**config.mk**
```make
export PLATFORM = sky130hd
export DESIGN_NAME = uart_ctrl_flat
export DESIGN_NICKNAME = d
export VERILOG_FILES = /design/src/rtl/uart_ctrl_if.sv /design/src/rtl/uart_ctrl.sv /design/src/flat_wrapper.sv
export SDC_FILE = /design/constraint.sdc
export NUM_CORES = 1
export LEC_CHECK = 0
export ABC_AREA = 1
export CAP_MARGIN = 20
export CORE_ASPECT_RATIO = 1.5
export CORE_MARGIN = 10
export CORE_UTILIZATION = 55
export CTS_BUF_LIST = sky130_fd_sc_hd__clkbuf_2
export DETAILED_ROUTE_END_ITERATION = 10
export PLACE_DENSITY = 0.88
export SLEW_MARGIN = 20
export SYNTH_ARGS = -nofsm -noshare
export SYNTH_HDL_FRONTEND = slang
export SYNTH_SLANG_ARGS = --single-unit
```
**constraint.sdc**
```tcl
create_clock -name clk -period 4.01 [get_ports clk]
set_clock_uncertainty 0.05 [all_clocks]
set_input_delay 1.0025 -clock clk [delete_from_list [all_inputs] [get_ports clk]]
set_output_delay 1.0025 -clock clk [all_outputs]
set_load 0.05 [all_outputs]
```
**src/rtl/uart_ctrl_if.sv**
```systemverilog
// MEM-stage data bus seen by the UART controller: strobes, address, store data
// and the combinational read-data return path.
interface uart_ctrl_if;
  logic        rd;
  logic        wr;
  logic [31:0] addr;
  logic [31:0] wdata;
  logic [31:0] rdata;

  modport master (output rd, output wr, output addr, output wdata, input rdata);
  modport slave  (input rd, input wr, input addr, input wdata, output rdata);
endinterface

```
**src/rtl/uart_ctrl.sv**
```systemverilog
// Memory-mapped UART (TXD/RXD/CON) on the MEM-stage bus: 8N1 transmitter with a
// one-byte holding register, mid-bit sampling receiver, and a level interrupt.
module uart_ctrl #(
  parameter int unsigned CLKS_PER_BIT = 5208,
  parameter logic [31:0] BASE         = 32'h4000_0018
) (
  input  logic        clk,
  input  logic        reset,
  uart_ctrl_if.slave  bus,
  input  logic        uart_rx,
  output logic        uart_tx,
  output logic        irq
);
  localparam int unsigned   CW        = $clog2(CLKS_PER_BIT);
  localparam logic [CW-1:0] BIT_LAST  = CW'(CLKS_PER_BIT - 1);
  localparam logic [CW-1:0] HALF_LAST = CW'(CLKS_PER_BIT / 2 - 1);
  localparam logic [31:0]   TXD_ADDR  = BASE;
  localparam logic [31:0]   RXD_ADDR  = BASE + 32'd4;
  localparam logic [31:0]   CON_ADDR  = BASE + 32'd8;

  typedef enum logic [1:0] {IDLE, START, DATA, STOP} state_t;

  logic txd_wr, con_wr, rxd_rd, con_rd;
  logic tx_irq_en, rx_irq_en, tx_done, rx_valid, rx_overrun, tx_busy;
  logic [7:0] thr, rx_data;
  logic       thr_full;
  logic       unused_wdata;

  state_t        tx_state, tx_state_n;
  logic [CW-1:0] tx_cnt, tx_cnt_n;
  logic [2:0]    tx_bit, tx_bit_n;
  logic [7:0]    tx_shift, tx_shift_n;
  logic          tx_out_n, tx_load, tx_done_set;

  state_t        rx_state, rx_state_n;
  logic [CW-1:0] rx_cnt, rx_cnt_n;
  logic [2:0]    rx_bit, rx_bit_n;
  logic [7:0]    rx_shift, rx_shift_n;
  logic [1:0]    rx_sync;
  logic          rx_s, rx_load;

  assign txd_wr       = bus.wr && (bus.addr == TXD_ADDR);
  assign con_wr       = bus.wr && (bus.addr == CON_ADDR);
  assign rxd_rd       = bus.rd && (bus.addr == RXD_ADDR);
  assign con_rd       = bus.rd && (bus.addr == CON_ADDR);
  assign tx_busy      = thr_full || (tx_state != IDLE);
  assign rx_s         = rx_sync[1];
  assign unused_wdata = ^bus.wdata[31:8];

  always_comb begin
    bus.rdata = '0;
    if (rxd_rd)
      bus.rdata = {24'b0, rx_data};
    else if (con_rd)
      bus.rdata = {26'b0, rx_overrun, tx_busy, rx_valid, tx_done, rx_irq_en, tx_irq_en};
  end

  // The serial output is registered, so the next line level is decided alongside the next state.
  always_comb begin
    tx_state_n  = tx_state;
    tx_cnt_n    = tx_cnt + CW'(1);
    tx_bit_n    = tx_bit;
    tx_shift_n  = tx_shift;
    tx_out_n    = 1'b1;
    tx_load     = 1'b0;
    tx_done_set = 1'b0;
    unique case (tx_state)
      IDLE: begin
        tx_cnt_n = '0;
        if (thr_full) begin
          tx_load    = 1'b1;
          tx_shift_n = thr;
          tx_state_n = START;
          tx_out_n   = 1'b0;
        end
      end
      START: begin
        tx_out_n = 1'b0;
        if (tx_cnt == BIT_LAST) begin
          tx_cnt_n   = '0;
          tx_bit_n   = '0;
          tx_state_n = DATA;
          tx_out_n   = tx_shift[0];
        end
      end
      DATA: begin
        tx_out_n = tx_shift[0];
        if (tx_cnt == BIT_LAST) begin
          tx_cnt_n = '0;
          if (tx_bit == 3'd7) begin
            tx_state_n = STOP;
            tx_out_n   = 1'b1;
          end else begin
            tx_bit_n   = tx_bit + 3'd1;
            tx_shift_n = {1'b0, tx_shift[7:1]};
            tx_out_n   = tx_shift[1];
          end
        end
      end
      STOP: begin
        if (tx_cnt == BIT_LAST) begin
          tx_cnt_n    = '0;
          tx_done_set = 1'b1;
          if (thr_full) begin
            tx_load    = 1'b1;
            tx_shift_n = thr;
            tx_state_n = START;
            tx_out_n   = 1'b0;
          end else begin
            tx_state_n = IDLE;
          end
        end
      end
    endcase
  end

  always_comb begin
    rx_state_n = rx_state;
    rx_cnt_n   = rx_cnt + CW'(1);
    rx_bit_n   = rx_bit;
    rx_shift_n = rx_shift;
    rx_load    = 1'b0;
    unique case (rx_state)
      IDLE: begin
        rx_cnt_n = '0;
        rx_bit_n = '0;
        if (!rx_s) rx_state_n = START;
      end
      START: begin
        if (rx_cnt == HALF_LAST) begin
          rx_cnt_n   = '0;
          rx_state_n = rx_s ? IDLE : DATA;
        end
      end
      DATA: begin
        if (rx_cnt == BIT_LAST) begin
          rx_cnt_n   = '0;
          rx_shift_n = {rx_s, rx_shift[7:1]};
          rx_bit_n   = rx_bit + 3'd1;
          if (rx_bit == 3'd7) rx_state_n = STOP;
        end
      end
      STOP: begin
        if (rx_cnt == BIT_LAST) begin
          rx_state_n = IDLE;
          rx_load    = rx_s;
        end
      end
    endcase
  end

  // A write landing on the same edge the shifter takes THR is accepted.
  always_ff @(posedge clk) begin
    if (reset) begin
      tx_state <= IDLE;
      tx_cnt   <= '0;
      tx_bit   <= '0;
      tx_shift <= '0;
      uart_tx  <= 1'b1;
      thr      <= '0;
      thr_full <= 1'b0;
    end else begin
      tx_state <= tx_state_n;
      tx_cnt   <= tx_cnt_n;
      tx_bit   <= tx_bit_n;
      tx_shift <= tx_shift_n;
      uart_tx  <= tx_out_n;
      if (txd_wr && (!thr_full || tx_load)) begin
        thr      <= bus.wdata[7:0];
        thr_full <= 1'b1;
      end else if (tx_load) begin
        thr      <= '0;
        thr_full <= 1'b0;
      end
    end
  end

  always_ff @(posedge clk) begin
    if (reset) begin
      rx_sync  <= 2'b11;
      rx_state <= IDLE;
      rx_cnt   <= '0;
      rx_bit   <= '0;
      rx_shift <= '0;
      rx_data  <= '0;
    end else begin
      rx_sync  <= {rx_sync[0], uart_rx};
      rx_state <= rx_state_n;
      rx_cnt   <= rx_cnt_n;
      rx_bit   <= rx_bit_n;
      rx_shift <= rx_shift_n;
      if (rx_load) rx_data <= rx_shift;
    end
  end

  // Flag sets take priority over the read-side clears on the same edge.
  always_ff @(posedge clk) begin
    if (reset) begin
      tx_irq_en  <= 1'b0;
      rx_irq_en  <= 1'b0;
      tx_done    <= 1'b0;
      rx_valid   <= 1'b0;
      rx_overrun <= 1'b0;
      irq        <= 1'b0;
    end else begin
      if (con_wr) {rx_irq_en, tx_irq_en} <= bus.wdata[1:0];
      if (tx_done_set)  tx_done <= 1'b1;
      else if (con_rd)  tx_done <= 1'b0;
      if (rx_load)      rx_valid <= 1'b1;
      else if (rxd_rd)  rx_valid <= 1'b0;
      if (rx_load && rx_valid && !rxd_rd) rx_overrun <= 1'b1;
      else if (con_rd)                    rx_overrun <= 1'b0;
      irq <= (tx_irq_en & tx_done) | (rx_irq_en & rx_valid);
    end
  end
endmodule

```
**src/flat_wrapper.sv**
```systemverilog
// flat-port wrapper written by rule: the top's interface ports become plain ports
module uart_ctrl_flat 
#(
  parameter int unsigned CLKS_PER_BIT = 5208,
  parameter logic [31:0] BASE         = 32'h4000_0018
)
  (clk, reset, uart_rx, uart_tx, irq, bus_rd, bus_wr, bus_addr, bus_wdata, bus_rdata);
  uart_ctrl_if bus_i ();
  input  logic clk;
  input  logic reset;
  input  logic uart_rx;
  output logic uart_tx;
  output logic irq;
  input wire logic [$bits(bus_i.rd)-1:0] bus_rd;
  input wire logic [$bits(bus_i.wr)-1:0] bus_wr;
  input wire logic [$bits(bus_i.addr)-1:0] bus_addr;
  input wire logic [$bits(bus_i.wdata)-1:0] bus_wdata;
  output wire logic [$bits(bus_i.rdata)-1:0] bus_rdata;
  assign bus_i.rd = bus_rd;
  assign bus_i.wr = bus_wr;
  assign bus_i.addr = bus_addr;
  assign bus_i.wdata = bus_wdata;
  assign bus_rdata = bus_i.rdata;
  uart_ctrl #(.CLKS_PER_BIT(CLKS_PER_BIT), .BASE(BASE)) u_core (.clk(clk), .reset(reset), .bus(bus_i), .uart_rx(uart_rx), .uart_tx(uart_tx), .irq(irq));
endmodule
```
# Word-level counts from Yosys, hierarchy flattened
# Index checks and enable logic that the tools add are counted.
[totals] ram_bits=0 n_memories=0 in_bits=69 wordCells=133 output_inout_bits=34 latchBits=0 register_bits=78 romBits=0
[op_classes] n_addsub=4 n_eq_ne=25 magnitude_cmp=0 n_mux=54 shifts=0 n_mul=0 bitwise=3 n_reduce_logical=28 div=0
[op_table] op="$eq 32x31->1 const B" count=3
[op_table] op="$mux 8" count=6
[op_table] op="$mux 13" count=3
[op_table] op="$pmux 13 s3" count=1
[op_table] op="$mux 32" count=1
[op_table] op="$add 13x1->13 const B" count=2
[op_table] op="$eq 13x13->1 const B" count=2
[op_table] op="$pmux 13 s2" count=1
[op_table] op="$pmux 8 s3" count=1
[op_table] op="$mux 2" count=11
[op_table] op="$mux 1" count=19
[op_table] op="$ne 2x1->1 const B" count=9
[op_table] op="$pmux 2 s4" count=2
[op_table] op="$reduce_bool 2->1" count=7
[op_table] op="$eq 13x12->1 const B" count=1
[op_table] op="$mux 3" count=4
[op_table] op="$pmux 3 s2" count=2
[op_table] op="$reduce_and 5->1" count=2
[op_table] op="$eq 2x2->1 const B" count=4
[op_table] op="$reduce_and 4->1" count=2
[op_table] op="$logic_and 1x1->1" count=7
[op_table] op="$add 3x1->3 const B" count=2
[op_table] op="$eq 3x3->1 const B" count=2
[op_table] op="$mux 6" count=1
[op_table] op="other kinds (12)" count=19

# Longest topological paths before layout
# Gate-level depths: netlist (run 1).
[logic_depth] ltp_word=6 depth_mapped=14 depth_no_buf=14

# Worst setup path before layout (run 1)
# OpenSTA, ideal clock, no wires.
[synth_timing] path_type="input to output" from="in bus_addr[7]" to="out bus_rdata[0]" stages=6 n_path_buf=0 t_arrival_ns=2.514 path_slack_ns=0.443 required_ns=2.958 path_cell_list="or2_1 -> nor2_1 -> nand4_1 -> nor2_1 -> nand2_1 -> o21ai_1"
[synth_via] elab_chain_cells=4 elab_cells_between_ends=6 cone_classes="eq/ne: 2; mux: 2; reduce/logical: 2"
[synth_rtl] element="start: declaration" line_no="flat_wrapper.sv:16" text="input wire logic [$bits(bus_i.addr)-1:0] bus_addr;"
[synth_rtl] element="$eq 32x31->1" line_no="uart_ctrl.sv:45" text="assign con_rd = bus.rd && (bus.addr == CON_ADDR);"
[synth_rtl] element="$logic_and 1x1->1" line_no="uart_ctrl.sv:45"
[synth_rtl] element="$mux 6" line_no="uart_ctrl.sv:54" text="else if (con_rd)"
[synth_rtl] element="$mux 32 *" line_no="uart_ctrl.sv:52" text="if (rxd_rd)"
[synth_rtl] element="end: declaration" line_no="flat_wrapper.sv:18" text="output wire logic [$bits(bus_i.rdata)-1:0] bus_rdata;"
# Every way passes the cells marked *; elsewhere a longest branch is shown, timed or not.

# Final worst setup path (run 1)
# Ends and elaborated chain as after synthesis.

==> summary.md, run 1 <==
| Metric | Value |
|---|---|
| FF-to-FF setup slack | `1990 ps` |
| Post-layout utilization of the core | `66.3%` |
| Rows | `38` |
| Hold WS | `404 ps` |
| Busiest grt layer | `met2` |
| R2R Path End | `u_core.rx_data[6]` |
| Total track usage | `16.1%` |
| Syn. warnings | `0` |
| Asr flop ratio synth | `0%` |
| Fin crit period | `3760 ps` |
| WP data arrival | `2710 ps` |
| Number of vias per cell | `5.12` |
| Synthesized area | `0.00406 sq mm` |
| Initial Utilization | `56.1%` |
| Max-cap violations | `0` |
| Layout cells sized above 1 | `10.3%` |
| Max Freq | `0.266 GHz` |
| Yosys reg bits | `78` |
| RSZ-0062 raised after global routing | `no` |
| Worst path max stage delay | `420 ps` |
| WHS Path Cells | `1` |
| Total grt overflow | `0` |
| Post-Syn Instances | `576` |
| Antenna viol nets, final | `0` |
| Avg Cell Area, Syn | `7.04 sq um` |
| Peak VDD IR | `0.000193 V` |
| Die span in x | `90.1 um` |
| Critical-path maximum fanout | `8` |
| Hold Startpoint | `u_core.rx_cnt[0]` |
| Die Y | `125 um` |
| Leak pwr | `0.00186 uW` |
| CTS Hold Bufs | `0` |
| CP most frequent cell | `nor2_1` |
| Setup Crit Path Kind | `in -> out` |
| Hold Path End | `u_core.rx_cnt[0]` |
| Clock transition at path regs | `210 ps` |
| Max Slew Vio Count | `0` |
| Hold Vio Cnt, Final | `0` |
| CP max stage cell | `clkdlybuf4s50_1` |
| Largest net degree at the start of global routing | `32` |
| Max_slew headroom | `62.8%` |
| CTS Sinks | `78` |
| Post_cts resized | `0` |
| Sequential-to-total area share from yosys stat | `38.5%` |
| CTS Buffer Depth | `2` |
| Reg2reg path depth | `10` |
| 1st-pass router iterations | `7` |
| Met3 Track Usage GR | `5.81%` |
| Setup repair bufs after CTS | `0` |
| H-tree Lvls | `3` |
| Top Family by Delay on Critical Path | `simple AND/OR/NAND/NOR gates` |
| Drt wl/cell | `12.2 um` |
| # setup viols final | `0` |
| CTS root buffer | `clkbuf_2` |
| Core ar. | `0.00723 sq mm` |
| DR vias | `3791` |
| CP required | `2960 ps` |
| Worst Tran Pin Value | `555 ps` |
| Period Utilization, post-route | `93.7%` |
| PortBufs | `54` |
| Critical Path Start Type | `input port` |
| Initial DRC Count | `171` |
| Initial antenna violation count | `1` |
| Top FF cell, synth | `dfxtp_1` |
| Reg-to-reg startpoint | `u_core.rx_cnt[0]` |
| Sequence of cells on the critical path | `clkdlybuf4s50_1 > or2_1 > nor2_1 > nand4_1 > nor2_1 > nand2_1 > o21ai_1 > buf_12` |
| Power Density | `334 mW/mm^2` |
| Cell variety after synth | `40` |
| Post-layout net count | `714` |
| Vias in the first global route | `3851` |
| Top-Level Pins | `103` |
| DRC | `0` |
| First-pass GRT wire length | `15600 um` |
| Final setup TNS | `0 ps` |
| RePlAce Congestion | `0.826` |
| Fillers | `611` |
| Die ar. | `0.0113 sq mm` |
| Status | `finished clean` |
| Detailed placement HPWL | `7150 um` |
| Number of flops mapped to enable cells by yosys | `0` |
| Buf/Inv on CP | `2` |
| Drt total wl | `9030 um` |
| Clock Latency Late Sink | `560 ps` |
| CTS buffer count | `9` |
| Met1 Use GR | `15.0%` |
| Worst hold path type | `reg -> reg` |
| Met2 usage in global routing | `29.3%` |
| CTS tree | `built` |
| Critical path capture point type | `output pin` |
| Area growth from synthesis to layout | `18.2%` |
per-stage QoR:
step | total power [uW] | std cells | instance area (sq um) | setup WS [ps]
floorplan | 1110 | 599 | 4140 | 443
global placement | 1160 | 723 | 4670 | 298
detailed placement | 1180 | 723 | 4670 | 215
CTS | 1600 | 739 | 4790 | 202
global route | 1680 | 740 | 4790 | 16.1
finish | 1600 | 740 | 4790 | 252
metal layers:
metal / wire [um] / part of all wire [%] / vias to the layer above
met4: 227 / 2.5 / 0
met5: 0 / 0 / -
met1: 3450 / 38 / 1721
met3: 672 / 7.4 / 19
li1: - / - / 1951
met2: 4690 / 52 / 100
state kept, by name, indices dropped and copies added (netlist names), 2 cells and up, named ones only:
signal and cells:
u_core.thr 8, u_core.tx_shift 8, u_core.rx_data 8, u_core.tx_cnt 13, u_core.tx_bit 3, u_core.rx_sync 2
u_core.rx_cnt 13, u_core.rx_bit 3, u_core.tx_state 2, u_core.rx_shift 8
cells in the mapped netlist (2+ instances only):
cell	n	share of area, %
a211oi_1	2	0.37
nand2_1	106	9.8
a211oi_2	3	0.93
nand3_2	2	0.49
clkbuf_1	4	0.37
o21ai_1	11	1.4
buf_4	25	4.6
ha_1	11	3.4
nor2_2	7	1.1
inv_1	55	5.1
nand4_1	8	1.2
buf_6	2	0.56
dfxtp_1	78	39
nor2_1	80	7.4
nor3b_1	4	0.74
nor3_1	14	1.7
nand3b_1	2	0.37
a21oi_1	46	5.7
nand3_1	48	5.9
or2_2	4	0.62
o211ai_1	8	1.5
nand2_2	7	1.1
buf_1	3	0.28
xor2_1	2	0.43
nor2_4	2	0.56
o21ai_0	19	2.3
nor3_4	2	0.80
inv_2	9	0.83
placed cells by master, fill, tap and decap left out, drive strengths merged, types with 13 or more instances in the layout:
| cell type | synthesis | layout |
|---|---|---|
| a21oi | 46 | 46 |
| nor2 | 89 | 89 |
| conb | 1 | 24 |
| nor3 | 16 | 16 |
| inv | 64 | 65 |
| buf | 31 | 13 |
| dfxtp | 78 | 78 |
| nand3 | 50 | 50 |
| o21ai | 31 | 31 |
| nand2 | 113 | 113 |
| clkdlybuf4s50 | 0 | 46 |
where the power goes:
group,internal [uW],switching (uW)
clock network,143,289
logic,117,215
registers,811,22.8
final cells by class:
cell class / count / area [sq um] / area share (%)
flip-flops and latches: 78 / 1560 / 32.6
multi-input cells: 421 / 2090 / 43.7
clock buffers: 9 / 45.0 / 0.940
diodes: 1 / 2.50 / 0.0522
inverters: 65 / 244 / 5.09
repair buffers: 59 / 646 / 13.5
well taps: 100 / 125 / 2.61
clock inverters: 7 / 73.8 / 1.54
logic make-up after synthesis:
family                     after synthesis  share of synthesized area, %
buffers and inverters                  100                          12.0
DFF                                     78                          38.5
other                                    1                        0.0925
and+or+nand+nor                        290                          32.5
AOI/OAI and AO/OA                       93                          12.9
xor gates and xnor gates                 3                         0.648
adders and majority gates               11                          3.39
how the worst max path moves through the flow:
stage                  from      endpoint  cells past startpoint
6_report        bus_addr[7]  bus_rdata[0]                      8
5_1_grt        bus_addr[15]  bus_rdata[2]                      9
3_5_place_dp   bus_addr[15]  bus_rdata[0]                      9
2_1_floorplan   bus_addr[7]  bus_rdata[0]                      6
4_1_cts        bus_addr[15]  bus_rdata[0]                      9
3_3_place_gp   bus_addr[15]  bus_rdata[0]                      9
No activity file was read; power rests on OpenSTA's default activity.
==> inputs of run 2 (changes only) <==
Clock period 4.01 ns to 4.41 ns, I/O delays scaled along.
==> summary.md, run 2 (synthesis results as in run 1) <==
| Metric | Value |
|---|---|
| Peak VDD IR | `0.000284 V (was 0.000193 V)` |
| Sequential share of power | `50.8% (was 52.2%)` |
| Setup Crit Path Kind | `in -> out (unchanged)` |
| PortBufs | `54 (unchanged)` |
| CTS Hold Bufs | `0 (unchanged)` |
| Critical Path Start Type | `input port (unchanged)` |
| Final worst setup slack | `303 ps (was 252 ps)` |
| Core ar. | `0.00723 sq mm (unchanged)` |
| CP required | `3260 ps (was 2960 ps)` |
| Met2 WL | `4700 um (was 4690 um)` |
| Initial Utilization | `56.1% (unchanged)` |
| Routed met3 length | `571 um (was 672 um)` |
| Detailed placement HPWL | `7100 um (was 7150 um)` |
| CTS tree | `built (unchanged)` |
| Die span in x | `90.1 um (unchanged)` |
| Clock transition at path regs | `210 ps (about the same)` |
| Max-cap violations | `0 (unchanged)` |
| Hold Vio Cnt, Final | `0 (unchanged)` |
| Area growth from synthesis to layout | `18.0% (was 18.2%)` |
| Most common cell after layout, fill and taps aside | `nand2_1 (unchanged)` |
| Vias in the first global route | `3758 (was 3851)` |
| Final setup TNS | `0 ps (unchanged)` |
| Post_cts resized | `0 (unchanged)` |
| Clock power share | `29.2% (was 27.0%)` |
| Logic pwr share | `20.0% (was 20.8%)` |
| DR vias | `3800 (was 3791)` |
| Psw | `463 uW (was 527 uW)` |
| Post-Place Setup Slack | `300 ps (was 215 ps)` |
| Fillers | `635 (was 611)` |
| Setup repair bufs after CTS | `0 (unchanged)` |
| Number of vias per cell | `5.16 (was 5.12)` |
| CTS Buffer Depth | `2 (unchanged)` |
| WL met1 | `3480 um (was 3450 um)` |
| Largest net degree at the start of global routing | `33 (was 32)` |
| Period Utilization, post-route | `93.1%` |
| Top Registers | `u_core.rx_cnt (13), u_core.tx_cnt (13) (unchanged)` |
| Hold Path End | `u_core.rx_sync[1] (was u_core.rx_cnt[0])` |
| CTS buffer count | `9 (unchanged)` |
| Top-Level Pins | `103 (unchanged)` |
| Worst Tran Pin Value | `677 ps (was 555 ps)` |
| Tot Pwr | `1490 uW (was 1600 uW)` |
| Fin crit period | `4110 ps` |
| Uppermost layer routed | `met4 (unchanged)` |
| Commonest non-fill, non-tap cells in the layout | `nand2_1, nor2_1, dfxtp_1 (unchanged)` |
| # setup viols final | `0 (unchanged)` |
| Leak pwr | `0.00187 uW (was 0.00186 uW)` |
| Worst hold path type | `reg -> reg (unchanged)` |
| First-pass GRT wire length | `15800 um (was 15600 um)` |
| Critical-path maximum fanout | `8 (unchanged)` |
| Post-layout net count | `711 (was 714)` |
| RePlAce Congestion | `0.837 (was 0.826)` |
| Die ar. | `0.0113 sq mm (unchanged)` |
| RSZ-0062 raised after global routing | `no (unchanged)` |
| Crit path from | `bus_addr[7] (unchanged)` |
| Initial antenna violation count | `1 (unchanged)` |
| R2R Path End | `u_core.rx_data[7] (was u_core.rx_data[6])` |
| Total track usage | `16.1% (about the same)` |
| Initial DRC Count | `194 (was 171)` |
| Antenna viol nets, final | `0 (unchanged)` |
| Max Freq | `0.243 GHz` |
| WHS Path Cells | `1 (unchanged)` |
| Power Density | `312 mW/mm^2 (was 334 mW/mm^2)` |
| Reg-to-reg startpoint | `u_core.rx_cnt[0] (unchanged)` |
| Reg2reg path depth | `10 (unchanged)` |
| Drt total wl | `9000 um (was 9030 um)` |
| FF-to-FF setup slack | `2390 ps (was 1990 ps)` |
| Status | `finished clean (unchanged)` |
| P_int | `1030 uW (was 1070 uW)` |
| Hold Startpoint | `u_core.rx_sync[0] (was u_core.rx_cnt[0])` |
| Max_slew headroom | `54.8% (was 62.8%)` |
| Clock Latency Late Sink | `530 ps (was 560 ps)` |
| Die Y | `125 um (unchanged)` |
| 1st-pass router iterations | `4 (was 7)` |
| Total grt overflow | `0 (unchanged)` |
| Net Sw Frac | `31.0% (was 32.9%)` |
| CTS root buffer | `clkbuf_2 (unchanged)` |
| Drt wl/cell | `12.2 um (about the same)` |
| Layout cells sized above 1 | `9.91% (was 10.3%)` |
| H-tree Lvls | `3 (unchanged)` |
| CTS Sinks | `78 (unchanged)` |
| Max Slew Vio Count | `0 (unchanged)` |
| DRC | `0 (unchanged)` |
| Critical path capture point type | `output pin (unchanged)` |
| WP data arrival | `2950 ps (was 2710 ps)` |
| Rows | `38 (unchanged)` |
-- run 2: cell types whose count changed in the layout (fill, tap and decap cells not counted) --
cell        previous run  this run
buf_4                  6         3
inv_6                  1         0
clkbuf_2               9        10
clkinvlp_4             4         1
clkinv_4               0         1
clkinv_2               1         2
bufinv_16              1         2
-- run 2: layout make-up --
| cell class | instances | area, sq um | share of cell area, % |
|---|---|---|---|
| clock inverters | 6 | 86.3 | 1.80 |
| clock buffers | 10 | 50.0 | 1.05 |
| repair buffers | 56 | 623 | 13.0 |
| flip-flops and latches | 78 | 1560 | 32.6 |
| diodes | 1 | 2.50 | 0.0523 |
| well taps | 100 | 125 | 2.61 |
| inverters | 65 | 244 | 5.10 |
| multi-input cells | 421 | 2090 | 43.8 |
-- run 2: through the flow --
stage / util (%) / cell area (sq um) / hold slack, ps / std cells
final: 66.2 / 4790 / 388 / 737
after global routing: 66.2 / 4790 / 430 / 737
after CTS: 66.2 / 4780 / 390 / 736
after detailed placement: 64.3 / 4650 / 345 / 720
after global placement: 64.3 / 4650 / 341 / 720
after floorplan: - / 4140 / 339 / 599
-- run 2: power groups by stage --
stage | clock [uW] | combinational, uW | sequential (uW)
after floorplan | 0 | 234 | 774
after global placement | 0 | 285 | 772
after detailed placement | 0 | 296 | 773
after CTS | 442 | 297 | 759
after global routing | 472 | 334 | 765
final | 437 | 299 | 759
-- run 2: metal layers --
layer  up-vias  track usage (%)
met3        19             5.21
met5         -                0
met1      1735             15.4
met4         0             7.42
li1       1948                -
met2        98             30.2
-- run 2: worst max path at each step --
stage / slack, ps / endpoint / depth (start not counted)
5_1_grt: 80 / bus_rdata[6] / 8
2_1_floorplan: 640 / bus_rdata[0] / 6
6_report: 300 / bus_rdata[2] / 8
4_1_cts: 290 / bus_rdata[6] / 8
3_3_place_gp: 350 / bus_rdata[6] / 8
3_5_place_dp: 300 / bus_rdata[6] / 8
-- run 2: worst max-delay path: stages --
cell and delay (ps):
clkdlybuf4s50_1 410, or2_1 230, nor2_1 150, nand4_1 100, nor2_1 240, nand2_1 240, o21ai_1 300, buf_12 180
